===== src/rtl/keypad_pkg.sv =====
// Shared types and constants for the keypad key FIFO block.
package keypad_pkg;

  localparam int KEY_W = 4;

  typedef logic [KEY_W-1:0] key_code_t;

  typedef enum logic [1:0] {
    IDLE,
    PRESS_DB,
    HELD,
    REL_DB
  } kp_state_t;

  localparam key_code_t KEY_STAR = 4'hE;
  localparam key_code_t KEY_HASH = 4'hF;

endpackage


===== src/rtl/keypad_key_fifo_if.sv =====
// Read-side bus of the keypad key FIFO: pop handshake, head data,
// fill level and the sticky overflow flag with its clear.
// The slave modport is the FIFO block, the master modport the consumer.
interface keypad_key_fifo_if
  import keypad_pkg::*;
#(
  parameter int DEPTH = 8
);

  localparam int CW = $clog2(DEPTH + 1);

  logic            rd_en;
  logic            ovf_clr;
  key_code_t       rd_data;
  logic            rd_valid;
  logic [CW-1:0]   count;
  logic            overflow;

  modport master (
    output rd_en,
    output ovf_clr,
    input  rd_data,
    input  rd_valid,
    input  count,
    input  overflow
  );

  modport slave (
    input  rd_en,
    input  ovf_clr,
    output rd_data,
    output rd_valid,
    output count,
    output overflow
  );

endinterface


===== src/rtl/keypad_sync_fifo.sv =====
// Parameterised show-ahead FIFO. rdata always presents the head entry
// (zero while empty). A pop on an empty FIFO is ignored; a push while
// full is accepted only if a pop happens on the same edge, otherwise it
// is dropped and flagged on the combinational dropped output.
module keypad_sync_fifo #(
  parameter int WIDTH = 4,
  parameter int DEPTH = 8
) (
  input  logic                         clk,
  input  logic                         rst,
  input  logic                         push,
  input  logic [WIDTH-1:0]             wdata,
  input  logic                         pop,
  output logic [WIDTH-1:0]             rdata,
  output logic                         full,
  output logic                         empty,
  output logic [$clog2(DEPTH+1)-1:0]   count,
  output logic                         dropped
);

  localparam int AW = $clog2(DEPTH);
  localparam int CW = $clog2(DEPTH + 1);

  logic [WIDTH-1:0] mem [DEPTH];
  logic [AW-1:0]    wr_ptr;
  logic [AW-1:0]    rd_ptr;
  logic [CW-1:0]    cnt_q;
  logic             do_pop;
  logic             do_push;

  // Decide which requests actually take effect this edge; a pop frees the
  // slot a simultaneous push into a full FIFO needs.
  always_comb begin
    empty   = (cnt_q == '0);
    full    = (cnt_q == CW'(DEPTH));
    do_pop  = pop && !empty;
    do_push = push && (!full || do_pop);
    dropped = push && full && !do_pop;
    rdata   = empty ? '0 : mem[rd_ptr];
    count   = cnt_q;
  end

  // Storage array; no reset needed because empty masks stale contents.
  always_ff @(posedge clk) begin
    if (do_push) begin
      mem[wr_ptr] <= wdata;
    end
  end

  // Pointers wrap naturally at DEPTH; the counter tracks the fill level.
  always_ff @(posedge clk or posedge rst) begin
    if (rst) begin
      wr_ptr <= '0;
      rd_ptr <= '0;
      cnt_q  <= '0;
    end else begin
      if (do_push) begin
        wr_ptr <= wr_ptr + 1'b1;
      end
      if (do_pop) begin
        rd_ptr <= rd_ptr + 1'b1;
      end
      case ({do_push, do_pop})
        2'b10:   cnt_q <= cnt_q + 1'b1;
        2'b01:   cnt_q <= cnt_q - 1'b1;
        default: cnt_q <= cnt_q;
      endcase
    end
  end

endmodule


===== src/rtl/keypad_key_fifo.sv =====
// Keypad key FIFO: debounces the scanner's key code and key-down
// qualifier, emits one event per debounced press into a show-ahead FIFO
// drained over a valid/read handshake, with a sticky overflow flag.
// Optional build macro KEYPAD_AUTOREPEAT_EN adds auto-repeat pushes
// every REPEAT_CYCLES cycles while a key stays held.
module keypad_key_fifo
  import keypad_pkg::*;
#(
  parameter int DEBOUNCE_CYCLES = 16,
  parameter int DEPTH           = 8,
  parameter int REPEAT_CYCLES   = 4096
) (
  input  logic                 clk,
  input  logic                 rst,
  input  key_code_t            key_in,
  input  logic                 key_down,
  keypad_key_fifo_if.slave     bus
);

  // Reject configurations the counters cannot represent.
  if (DEBOUNCE_CYCLES < 2 || DEBOUNCE_CYCLES > 65535 ||
      DEPTH < 2 || (DEPTH & (DEPTH - 1)) != 0 || REPEAT_CYCLES < 1) begin : g_bad_param
    $error("keypad_key_fifo: illegal parameter value");
  end

  localparam int CW = $clog2(DEPTH + 1);

  // The press/release completes on the edge the counter reaches
  // DEBOUNCE_CYCLES-1, so the transition is taken when it holds one less.
  localparam logic [15:0] DB_LAST = 16'(DEBOUNCE_CYCLES - 2);

  kp_state_t   state;
  kp_state_t   state_n;
  key_code_t   cand;
  key_code_t   cand_n;
  logic [15:0] db_cnt;
  logic [15:0] db_cnt_n;
  logic        push_q;
  logic        push_n;

`ifdef KEYPAD_AUTOREPEAT_EN
  localparam int RW = $clog2(REPEAT_CYCLES + 1);
  localparam logic [RW-1:0] RPT_LAST = RW'(REPEAT_CYCLES - 1);

  logic [RW-1:0] rpt_cnt;
  logic [RW-1:0] rpt_cnt_n;
`endif

  key_code_t     fifo_rdata;
  logic          fifo_full;
  logic          fifo_empty;
  logic [CW-1:0] fifo_count;
  logic          fifo_dropped;
  logic          overflow_q;

  // Debounce FSM next-state logic; a push is requested one edge ahead of
  // the FIFO write so the event lands on the edge after debounce completes.
  always_comb begin
    state_n  = state;
    cand_n   = cand;
    db_cnt_n = db_cnt;
    push_n   = 1'b0;
`ifdef KEYPAD_AUTOREPEAT_EN
    rpt_cnt_n = rpt_cnt;
`endif
    case (state)
      IDLE: begin
        if (key_down) begin
          cand_n   = key_in;
          db_cnt_n = '0;
          state_n  = PRESS_DB;
        end
      end
      PRESS_DB: begin
        if (key_down && (key_in == cand)) begin
          db_cnt_n = db_cnt + 16'd1;
          if (db_cnt == DB_LAST) begin
            push_n  = 1'b1;
            state_n = HELD;
`ifdef KEYPAD_AUTOREPEAT_EN
            rpt_cnt_n = '0;
`endif
          end
        end else begin
          state_n = IDLE;
        end
      end
      HELD: begin
        if (!key_down) begin
          db_cnt_n = '0;
          state_n  = REL_DB;
        end else begin
`ifdef KEYPAD_AUTOREPEAT_EN
          if (rpt_cnt == RPT_LAST) begin
            push_n    = 1'b1;
            rpt_cnt_n = '0;
          end else begin
            rpt_cnt_n = rpt_cnt + 1'b1;
          end
`endif
        end
      end
      REL_DB: begin
        if (key_down) begin
          state_n = HELD;
`ifdef KEYPAD_AUTOREPEAT_EN
          rpt_cnt_n = '0;
`endif
        end else if (db_cnt == DB_LAST) begin
          state_n = IDLE;
        end else begin
          db_cnt_n = db_cnt + 16'd1;
        end
      end
      default: begin
        state_n = IDLE;
      end
    endcase
  end

  // Debounce FSM registers; reset abandons any press in progress.
  always_ff @(posedge clk or posedge rst) begin
    if (rst) begin
      state  <= IDLE;
      cand   <= '0;
      db_cnt <= '0;
      push_q <= 1'b0;
    end else begin
      state  <= state_n;
      cand   <= cand_n;
      db_cnt <= db_cnt_n;
      push_q <= push_n;
    end
  end

`ifdef KEYPAD_AUTOREPEAT_EN
  // Auto-repeat interval counter, restarted whenever HELD is entered.
  always_ff @(posedge clk or posedge rst) begin
    if (rst) begin
      rpt_cnt <= '0;
    end else begin
      rpt_cnt <= rpt_cnt_n;
    end
  end
`endif

  // cand is stable through HELD, so it is still the pressed code when the
  // delayed push reaches the FIFO.
  keypad_sync_fifo #(
    .WIDTH (KEY_W),
    .DEPTH (DEPTH)
  ) u_fifo (
    .clk     (clk),
    .rst     (rst),
    .push    (push_q),
    .wdata   (cand),
    .pop     (bus.rd_en),
    .rdata   (fifo_rdata),
    .full    (fifo_full),
    .empty   (fifo_empty),
    .count   (fifo_count),
    .dropped (fifo_dropped)
  );

  // Sticky overflow: a dropped push (only possible while full) sets it and
  // wins over a clear on the same edge.
  always_ff @(posedge clk or posedge rst) begin
    if (rst) begin
      overflow_q <= 1'b0;
    end else if (fifo_dropped && fifo_full) begin
      overflow_q <= 1'b1;
    end else if (bus.ovf_clr) begin
      overflow_q <= 1'b0;
    end
  end

  // Drive the consumer-facing bus.
  always_comb begin
    bus.rd_data  = fifo_rdata;
    bus.rd_valid = !fifo_empty;
    bus.count    = fifo_count;
    bus.overflow = overflow_q;
  end

endmodule

===== src/flat_wrapper.sv =====
// flat-port wrapper written by rule: the top's interface ports become plain ports
module keypad_key_fifo_flat import keypad_pkg::*;
#(
  parameter int DEBOUNCE_CYCLES = 16,
  parameter int DEPTH           = 8,
  parameter int REPEAT_CYCLES   = 4096
)
  (clk, rst, key_in, key_down, bus_rd_en, bus_ovf_clr, bus_rd_data, bus_rd_valid, bus_count, bus_overflow);
  keypad_key_fifo_if #(.DEPTH(DEPTH)) bus_i ();
  input  logic clk;
  input  logic rst;
  input  key_code_t key_in;
  input  logic key_down;
  input wire logic [$bits(bus_i.rd_en)-1:0] bus_rd_en;
  input wire logic [$bits(bus_i.ovf_clr)-1:0] bus_ovf_clr;
  output wire logic [$bits(bus_i.rd_data)-1:0] bus_rd_data;
  output wire logic [$bits(bus_i.rd_valid)-1:0] bus_rd_valid;
  output wire logic [$bits(bus_i.count)-1:0] bus_count;
  output wire logic [$bits(bus_i.overflow)-1:0] bus_overflow;
  assign bus_i.rd_en = bus_rd_en;
  assign bus_i.ovf_clr = bus_ovf_clr;
  assign bus_rd_data = bus_i.rd_data;
  assign bus_rd_valid = bus_i.rd_valid;
  assign bus_count = bus_i.count;
  assign bus_overflow = bus_i.overflow;
  keypad_key_fifo #(.DEBOUNCE_CYCLES(DEBOUNCE_CYCLES), .DEPTH(DEPTH), .REPEAT_CYCLES(REPEAT_CYCLES)) u_core (.clk(clk), .rst(rst), .key_in(key_in), .key_down(key_down), .bus(bus_i));
endmodule

===== config.mk =====
export PLATFORM = sky130hd
export DESIGN_NAME = keypad_key_fifo_flat
export DESIGN_NICKNAME = d
export VERILOG_FILES = /design/src/rtl/keypad_pkg.sv /design/src/rtl/keypad_key_fifo_if.sv /design/src/rtl/keypad_sync_fifo.sv /design/src/rtl/keypad_key_fifo.sv /design/src/flat_wrapper.sv
export SDC_FILE = /design/constraint.sdc
export NUM_CORES = 1
export LEC_CHECK = 0
export BUFFER_PORTS_ARGS = -buffer_cell sky130_fd_sc_hd__buf_2
export CORE_MARGIN = 1.5
export CORE_UTILIZATION = 45
export DETAILED_ROUTE_END_ITERATION = 16
export GPL_TIMING_DRIVEN = 0
export MAX_ROUTING_LAYER = met4
export PLACE_DENSITY = 0.72
export SLEW_MARGIN = 20
export SYNTH_ARGS = -nofsm -noshare
export SYNTH_HDL_FRONTEND = slang
export SYNTH_SLANG_ARGS = --single-unit

===== constraint.sdc =====
create_clock -name clk -period 4.4 [get_ports clk]
set_input_delay 0.44 -clock clk [delete_from_list [all_inputs] [get_ports clk]]
set_output_delay 0.44 -clock clk [all_outputs]
set_load 0.1 [all_outputs]

==> metrics.md, run 1 <==
| Metric | Value |
|---|---|
| Status | finished clean |
| Wire per inst | 15.08 um |
| Detailed Routing Iterations Pass 1 | 4 |
| Seq/Total Area, Yosys | 0.5818 |
| Worst-Margin Slew | 0.7278 ns |
| Minimum clock period | roughly 2.5 ns |
| Die X | 86.19 um |
| Net Sw Frac | 0.4060 |
| Post-Syn Instances | 251 |
| Total Routing Usage GR | 0.1753 |
| Slew HR | 0.5141 |
| Fill cell count | 601 |
| Post-synth EDFFs | 32 |
| Root buffer cell | clkbuf_8 |
| Hold Fails Final Rpt | 0 |
| Initial DRC Count | 87 |
| Final setup violation count | 0 |
| Post-CTS Hold Fix Bufs | 0 |
| Vias in the first global route | between 1500 and 2000 |
| Power density over the cells | ~580 mW/mm^2 |
| Part of the power in registers | 0.368 |
| Total power | 2.057 mW |
| Part of the cycle the worst path needs | 0.5733 |
| Nets | 294 |
| Initial Util | 0.4609 |
| Leak pwr | about 1.4 nW |
| Max Cap Violations | 0 |
| Most common flop cell mapped by yosys | dfrtp_1 |
| Clock buffer depth | 2 |
| Count leader, synth | dfrtp_1 |
| Gates resized, CTS repair | 0 |
| # clock sinks | 66 |
| DRC viols | 0 |
| Antenna viol nets, final | 0 |
| Htree depth | 3 |
| Core Region | 0.006756 mm^2 |
| Cells on worst reg2reg path | 11 |
| CP Launch Type | register |
| Initial antenna violation count | 0 |
| P_int | 1.222 mW |
| Arrival @ worst endpoint | 2.08 ns |
| Clock Power Share | 0.267 |
| Area Growth Syn to Fin | 13.06% |
| Reg2reg end | u_core.u_fifo.count[2]$_DFFE_PP0P_ |
| Critical Path End Type | output port |
| Pre-CTS setup slack | around 2.0 ns |
| Vias | 1941 |
| Layout cells sized above 1 | 0.2175 |
| Hold slack | roughly 0.22 ns |
| Flop-to-flop setup slack | 1.99 ns |
| NetSw | 0.8352 mW |
| Mapped Avg Cell Area | 12.41 um^2 |
| Post-synth ARST share | 0.5152 |
| Syn_nets | between 200 and 300 |
| Fmax | 396.4 MHz |
| Post-synth top area share | 0.3086 |
| Total CTS buffers | 9 |
| IO buf count | 18 |
| Die Area | 0.007429 mm^2 |
| First-pass GRT wire length | 9411 um |
| Min-Delay Path Class | input port to async pin |
| RSZ-0062 raised after global routing | false |
| Drt total wl | 5505 um |
| Placer Congestion | roughly 0.86 |
| Setup TNS | 0 ns |
| Cell Area, Synth | 0.003114 mm^2 |
| Max VDD drop | a little under 0.0003 V |
| Final slew viol count | 0 |
| YS warnings | 0 |
| Setup CP Type | register to output port |
| Worst R2R Start | u_core.u_fifo.count[1]$_DFFE_PP0P_ |
| HPWL after detailed placement | 3880 um |
| Clock Pin Slew Worst Setup and Hold Paths | 0.07 ns |
| Post-CTS Setup Bufs | 0 |
| Synthesized flop and latch total | 66 |
| Worst-Skew Late Latency | about 0.34 ns |
| Post-synth top cells | dfrtp_1 (34), edfxtp_1 (32), nor2_1 (30) |
| Congestion Overflow GR | 0 |
| Clock skew | around 0.0097 ns |
| DIE HEIGHT | around 86 um |
| CTS tree | built |
| Largest net degree at the start of global routing | 35 |
| Unique masters post-synth | 41 |
| Site Rows | 30 |
| Num ports | 19 |
| Comb power frac | 0.366 |
| Top cell type by total area after synthesis | edfxtp_1 |
| Setup WS post-layout | 1.878 ns |
| Required time worst endpoint | 3.96 ns |
| Vias/cell | 5.318 |
| Top post-synthesis cells by area | edfxtp_1 (31%), dfrtp_1 (27%), mux4_2 (5.8%), xnor2_1 (4.2%), nor2_1 (3.6%) |
| Max FO, Critical Path | 9 |
| Antenna cell count | 0 |
## how the worst max path moves through the flow
stage	startpoint	to	slack [ns]	cells after the start
after floorplan	u_core.u_fifo.count[1]$_DFFE_PP0P_	u_core.u_fifo.count[2]$_DFFE_PP0P_	1.07	10
after global placement	u_core.u_fifo.count[1]$_DFFE_PP0P_	u_core.u_fifo.count[2]$_DFFE_PP0P_	2.11	10
after detailed placement	u_core.u_fifo.count[1]$_DFFE_PP0P_	u_core.u_fifo.mem[0][2]$_DFFE_PP_	2.00	7
after CTS	u_core.u_fifo.rd_ptr[0]$_DFFE_PP0P_	bus_rd_data[0]	1.84	5
after global routing	u_core.u_fifo.count[1]$_DFFE_PP0P_	u_core.u_fifo.count[2]$_DFFE_PP0P_	1.75	11
final	u_core.u_fifo.rd_ptr[0]$_DFFE_PP0P_	bus_rd_data[3]	1.88	5
## flip-flops by register name, indices dropped and copies added, names as in the netlist
| signal | count |
|---|---|
| u_core.push_q | 1 |
| u_core.u_fifo.rd_ptr | 3 |
| u_core.cand | 4 |
| u_core.u_fifo.count | 4 |
| u_core.state | 2 |
| u_core.u_fifo.wr_ptr | 3 |
| u_core.db_cnt | 16 |
| u_core.bus.overflow | 1 |
| u_core.u_fifo.mem | 32 |
## layout by cell type, fill, tap and decap left out, types with 2 or more instances in the layout
cell / Yosys / final
dfrtp_1: 34 / 34
nor3_1: 7 / 7
mux2i_1: 4 / 4
o21ai_0: 5 / 5
a211oi_1: 4 / 4
buf_2: 3 / 21
nand3b_1: 2 / 2
nand4_1: 3 / 3
nor2_1: 30 / 30
and4bb_2: 2 / 2
a21o_1: 3 / 3
o22ai_1: 2 / 2
xor2_1: 6 / 6
a21oi_1: 10 / 10
nand2_1: 27 / 27
bufinv_16: 0 / 2
xnor2_1: 15 / 15
clkbuf_1: 4 / 4
nor4_1: 3 / 3
clkinvlp_4: 0 / 2
nand3_1: 6 / 6
mux4_2: 8 / 8
nand2b_1: 4 / 4
ha_1: 5 / 5
clkbuf_8: 0 / 9
edfxtp_1: 32 / 32
inv_1: 9 / 8
mux2_2: 7 / 7
## layer usage
layer / vias to the layer above / share of wire / track usage
li1: 952 / - / -
met4: 0 / 0.011 / 0.05865
met5: - / 0 / -
met2: 36 / 0.51 / 0.2827
met3: 6 / 0.040 / 0.06381
met1: 947 / 0.44 / 0.2049
## power by group through the flow
stage	Sequential [mW]	Clock (mW)	Combinational, mW
after floorplan	0.858	0	0.553
after global placement	0.765	0	0.750
after detailed placement	0.771	0	0.760
after CTS	0.758	0.566	0.761
after global routing	0.764	0.594	0.798
final	0.756	0.549	0.752
## per-stage QoR
stage	util	area, um^2	cells
finish	0.5211	3521	365
global route	0.5211	3521	365
CTS	0.5211	3521	365
detailed placement	0.4891	3304	349
global placement	0.4891	3304	349
floorplan	-	3114	251
## final cells by class
cell class / count / area (um^2) / area share
multi-input combinational: 167 / 1222 / 0.3472
clock inverter: 7 / 92.59 / 0.02630
timing repair buffer: 18 / 90.09 / 0.02559
tap: 80 / 100.1 / 0.02843
sequential: 66 / 1812 / 0.5146
buffer: 9 / 46.29 / 0.01315
clock buffer: 9 / 123.9 / 0.03518
inverter: 9 / 33.78 / 0.009595
## critical path, stage by stage (launching register included)
cell and delay (ns):
dfrtp_1 0.37, buf_2 0.31, mux4_2 0.55, mux2i_1 0.16
nor2_1 0.05, buf_2 0.30
## cells by family (layout without fill, tap and decap cells)
group / Yosys count / count (layout) / synth area share
compound gates: 29 / 29 / 0.06268
flops: 66 / 66 / 0.5818
fa+ha+maj: 5 / 5 / 0.02009
simple gates: 93 / 93 / 0.1547
mux: 19 / 19 / 0.09602
xor+xnor: 21 / 21 / 0.05906
buf+inv: 18 / 52 / 0.02571
Note: power is estimated with default switching activity, not from simulation.
==> run 2, diff against run 1 <==
--- a/config.mk
+++ b/config.mk
@@ -11,7 +11,7 @@
 export DETAILED_ROUTE_END_ITERATION = 16
 export GPL_TIMING_DRIVEN = 0
 export MAX_ROUTING_LAYER = met4
-export PLACE_DENSITY = 0.72
+export PLACE_DENSITY = 0.74
 export SLEW_MARGIN = 20
 export SYNTH_ARGS = -nofsm -noshare
 export SYNTH_HDL_FRONTEND = slang
==> constraint.sdc (replaced) <==
create_clock -name clk -period 2.1 [get_ports clk]
set_input_delay 0.21 -clock clk [delete_from_list [all_inputs] [get_ports clk]]
set_output_delay 0.21 -clock clk [all_outputs]
set_load 0.1 [all_outputs]
==> run 2 against run 1 <==
The flow now finishes with violations (hold timing). Final area rose by 6.3%. Count of clock-buffer cells in the layout did not move. Combinational power rose by 140%. Hold slack got worse by 0.24 ns. Setup slack got worse by 1.9 ns. Via count rose by 7.5%. Critical endpoint is now bus_rd_data[0]. First-iteration DRC count rose by 38%. Routed wire length rose by 14%.
==> metrics.md, run 2 (same netlist as run 1, synthesis figures left out) <==
| Metric | Value |
|---|---|
| Status | complete, but fails checks |
| Failing checks | hold timing |
| Htree depth | 3 (unchanged) |
| Critical Path End Type | output port |
| Commonest non-fill, non-tap cells in the layout | edfxtp_1 (32), nor2_1 (29), dfrtp_1 (28) |
| Worst-Margin Slew | 0.7302 ns (+0.002427 ns) |
| Die X | 86.19 um (unchanged) |
| Antenna viol nets, final | 0 (unchanged) |
| Antenna cell count | 0 (unchanged) |
| Part of the cycle the worst path needs | 0.9955 |
| Clock Pin Slew Worst Setup and Hold Paths | 0.08 ns (about the same) |
| Vias/cell | 5.521 (+3.8%) |
| Number of flip-flops in the largest register | 32 (unchanged) |
| Fmax | 478.4 MHz |
| CP delay by family, top | multiplexers |
| Required time worst endpoint | 1.89 ns (-2.07 ns) |
| Clock skew | 0.007892 ns (-0.001813 ns) |
| Minimum clock period | approximately 2.1 ns |
| Layout cells sized above 1 | 0.3389 (+0.1214) |
| First-pass GRT wire length | 9942 um (+5.6%) |
| Leak pwr | 1.433 nW (+5.7%) |
| Final slew viol count | 0 (unchanged) |
| Hold Fails Final Rpt | 34 (+34) |
| Congestion Overflow GR | 0 (unchanged) |
| DRC viols | 0 (unchanged) |
| Setup CP Type | register to output port |
| Core Region | 0.006756 mm^2 (unchanged) |
| Max VDD drop | 0.0003685 V (+27%) |
| Biggest register | u_core.u_fifo.mem |
| Largest net degree at the start of global routing | 35 (unchanged) |
| Max Cap Violations | 0 (unchanged) |
| Vias in the first global route | 2122 (+8.3%) |
| Slowest stage delay, CP | 0.54 ns (about the same) |
| Clock buffer depth | 2 (unchanged) |
| Setup TNS | 0 ns (unchanged) |
| Total Routing Usage GR | 0.1838 (+0.008535) |
| Worst path bufs/invs | 2 (unchanged) |
| Slew HR | 0.5125 (-0.001620) |
| Initial antenna violation count | 0 (unchanged) |
| HPWL after detailed placement | 3970 um (+2.3%) |
| Most common cell after layout, fill and taps aside | edfxtp_1 |
| Root buffer cell | clkbuf_8 |
| Final setup violation count | 0 (unchanged) |
| Site Rows | 30 (unchanged) |
| Initial DRC Count | 120 (+38%) |
| CTS tree | built |
| DIE HEIGHT | 86.19 um (unchanged) |
| Regs by FF count | u_core.u_fifo.mem (32), u_core.db_cnt (16) |
| Initial Util | 0.4609 (unchanged) |
| Vias | 2087 (+7.5%) |
| Power density over the cells | 1208 mW/mm^2 (+110%) |
| Arrival @ worst endpoint | 1.88 ns (-0.20 ns) |
| Critical path, cell by cell | buf_8, mux4_2, mux2i_1, nor2_1, buf_6 |
| Min-Delay Path Class | input port to async pin |
| CP Launch Type | register |
| Nets | 307 (+4.4%) |
| Drt total wl | 6284 um (+14%) |
| Total CTS buffers | 9 (unchanged) |
| # clock sinks | 66 (unchanged) |
| IO buf count | 18 (unchanged) |
| RSZ-0062 raised after global routing | true |
| Worst-Skew Late Latency | 0.35 ns (about the same) |
| Final Core Density | 0.5541 (+0.03296) |
| Die Area | 0.007429 mm^2 (unchanged) |
| Wire per inst | 16.62 um (+10%) |
| Crit-path slowest cell | mux4_2 |
| Num ports | 19 (unchanged) |
| Hold slack | -0.02137 ns (-0.2408 ns) |
| Area Growth Syn to Fin | 20.21% |
| Placer Congestion | 0.8506 (-0.64%) |
| Max FO, Critical Path | 9 (unchanged) |
| Detailed Routing Iterations Pass 1 | 4 (unchanged) |
==> run 2: cell types whose count changed in the layout (fill, tap and decap cells not counted), sizes merged <==
cell      previous run  this run
buf                 22        38
clkbuf              14        11
clkinvlp             2         5
bufinv               2         1
clkinv               2         1
inv                 10         9
==> run 2: final cells by class <==
class,instances,area (um^2)
fill,584,3013
sequential,66,1824
multi-input combinational,167,1301
timing repair buffer,34,235.2
clock buffer,9,123.9
tap,80,100.1
clock inverter,7,77.57
buffer,6,43.79
inverter,9,37.54
==> run 2: report_power, final <==
group          internal (mW)  leakage, nW  switching, mW
Sequential              1.48        0.731          0.156
Combinational          0.617        0.614           1.19
Clock                  0.553       0.0881          0.528
Total                   2.65         1.43           1.87
==> run 2: final timing paths <==
path / from / to / slack [ns] / depth (start not counted)
hold / removal: rst / u_core.u_fifo.count[1]$_DFFE_PP0P_ / -0.02 / 2
min in group clk: bus_ovf_clr / u_core.bus.overflow$_DFFE_PP0P_ / 0.04 / 2
setup reg to reg: u_core.db_cnt[12]$_DFFE_PP0P_ / u_core.db_cnt[13]$_DFFE_PP0P_ / 0.03 / 6
setup / recovery: u_core.u_fifo.rd_ptr[0]$_DFFE_PP0P_ / bus_rd_data[0] / 0.01 / 5
hold reg to reg: u_core.bus.overflow$_DFFE_PP0P_ / u_core.bus.overflow$_DFFE_PP0P_ / 0.54 / 2
max in group asynchronous: rst / u_core.u_fifo.count[0]$_DFFE_PP0P_ / 1.59 / 2
==> run 2: repair_timing <==
action / in CTS / in global routing
resized for setup: 12 / 15
endpoints found under the setup margin: 10 / 18
setup buffers: 5 / 10
cloned: 0 / 1
hold buffers: 0 / 0
pin swaps: 4 / 8
==> run 2: layer usage <==
metal | vias up | share of wire | GRT usage
met1 | 1047 | 0.43 | 0.2207
met3 | 11 | 0.030 | 0.03143
met5 | - | 0 | -
met4 | 0 | 0.020 | 0.09238
li1 | 988 | - | -
met2 | 41 | 0.52 | 0.3014
==> run 2: per-stage QoR <==
stage          std cells  setup WS [ns]  instance area, um^2  total power, mW
5_1_grt              378       -0.05564                 3744            4.727
4_1_cts              367       -0.01802                 3607            4.451
3_3_place_gp         349        -0.1730                 3351            3.223
2_1_floorplan        251        -0.7372                 3161            3.006
3_5_place_dp         349        -0.2802                 3351            3.263
6_report             378       0.009521                 3744            4.524
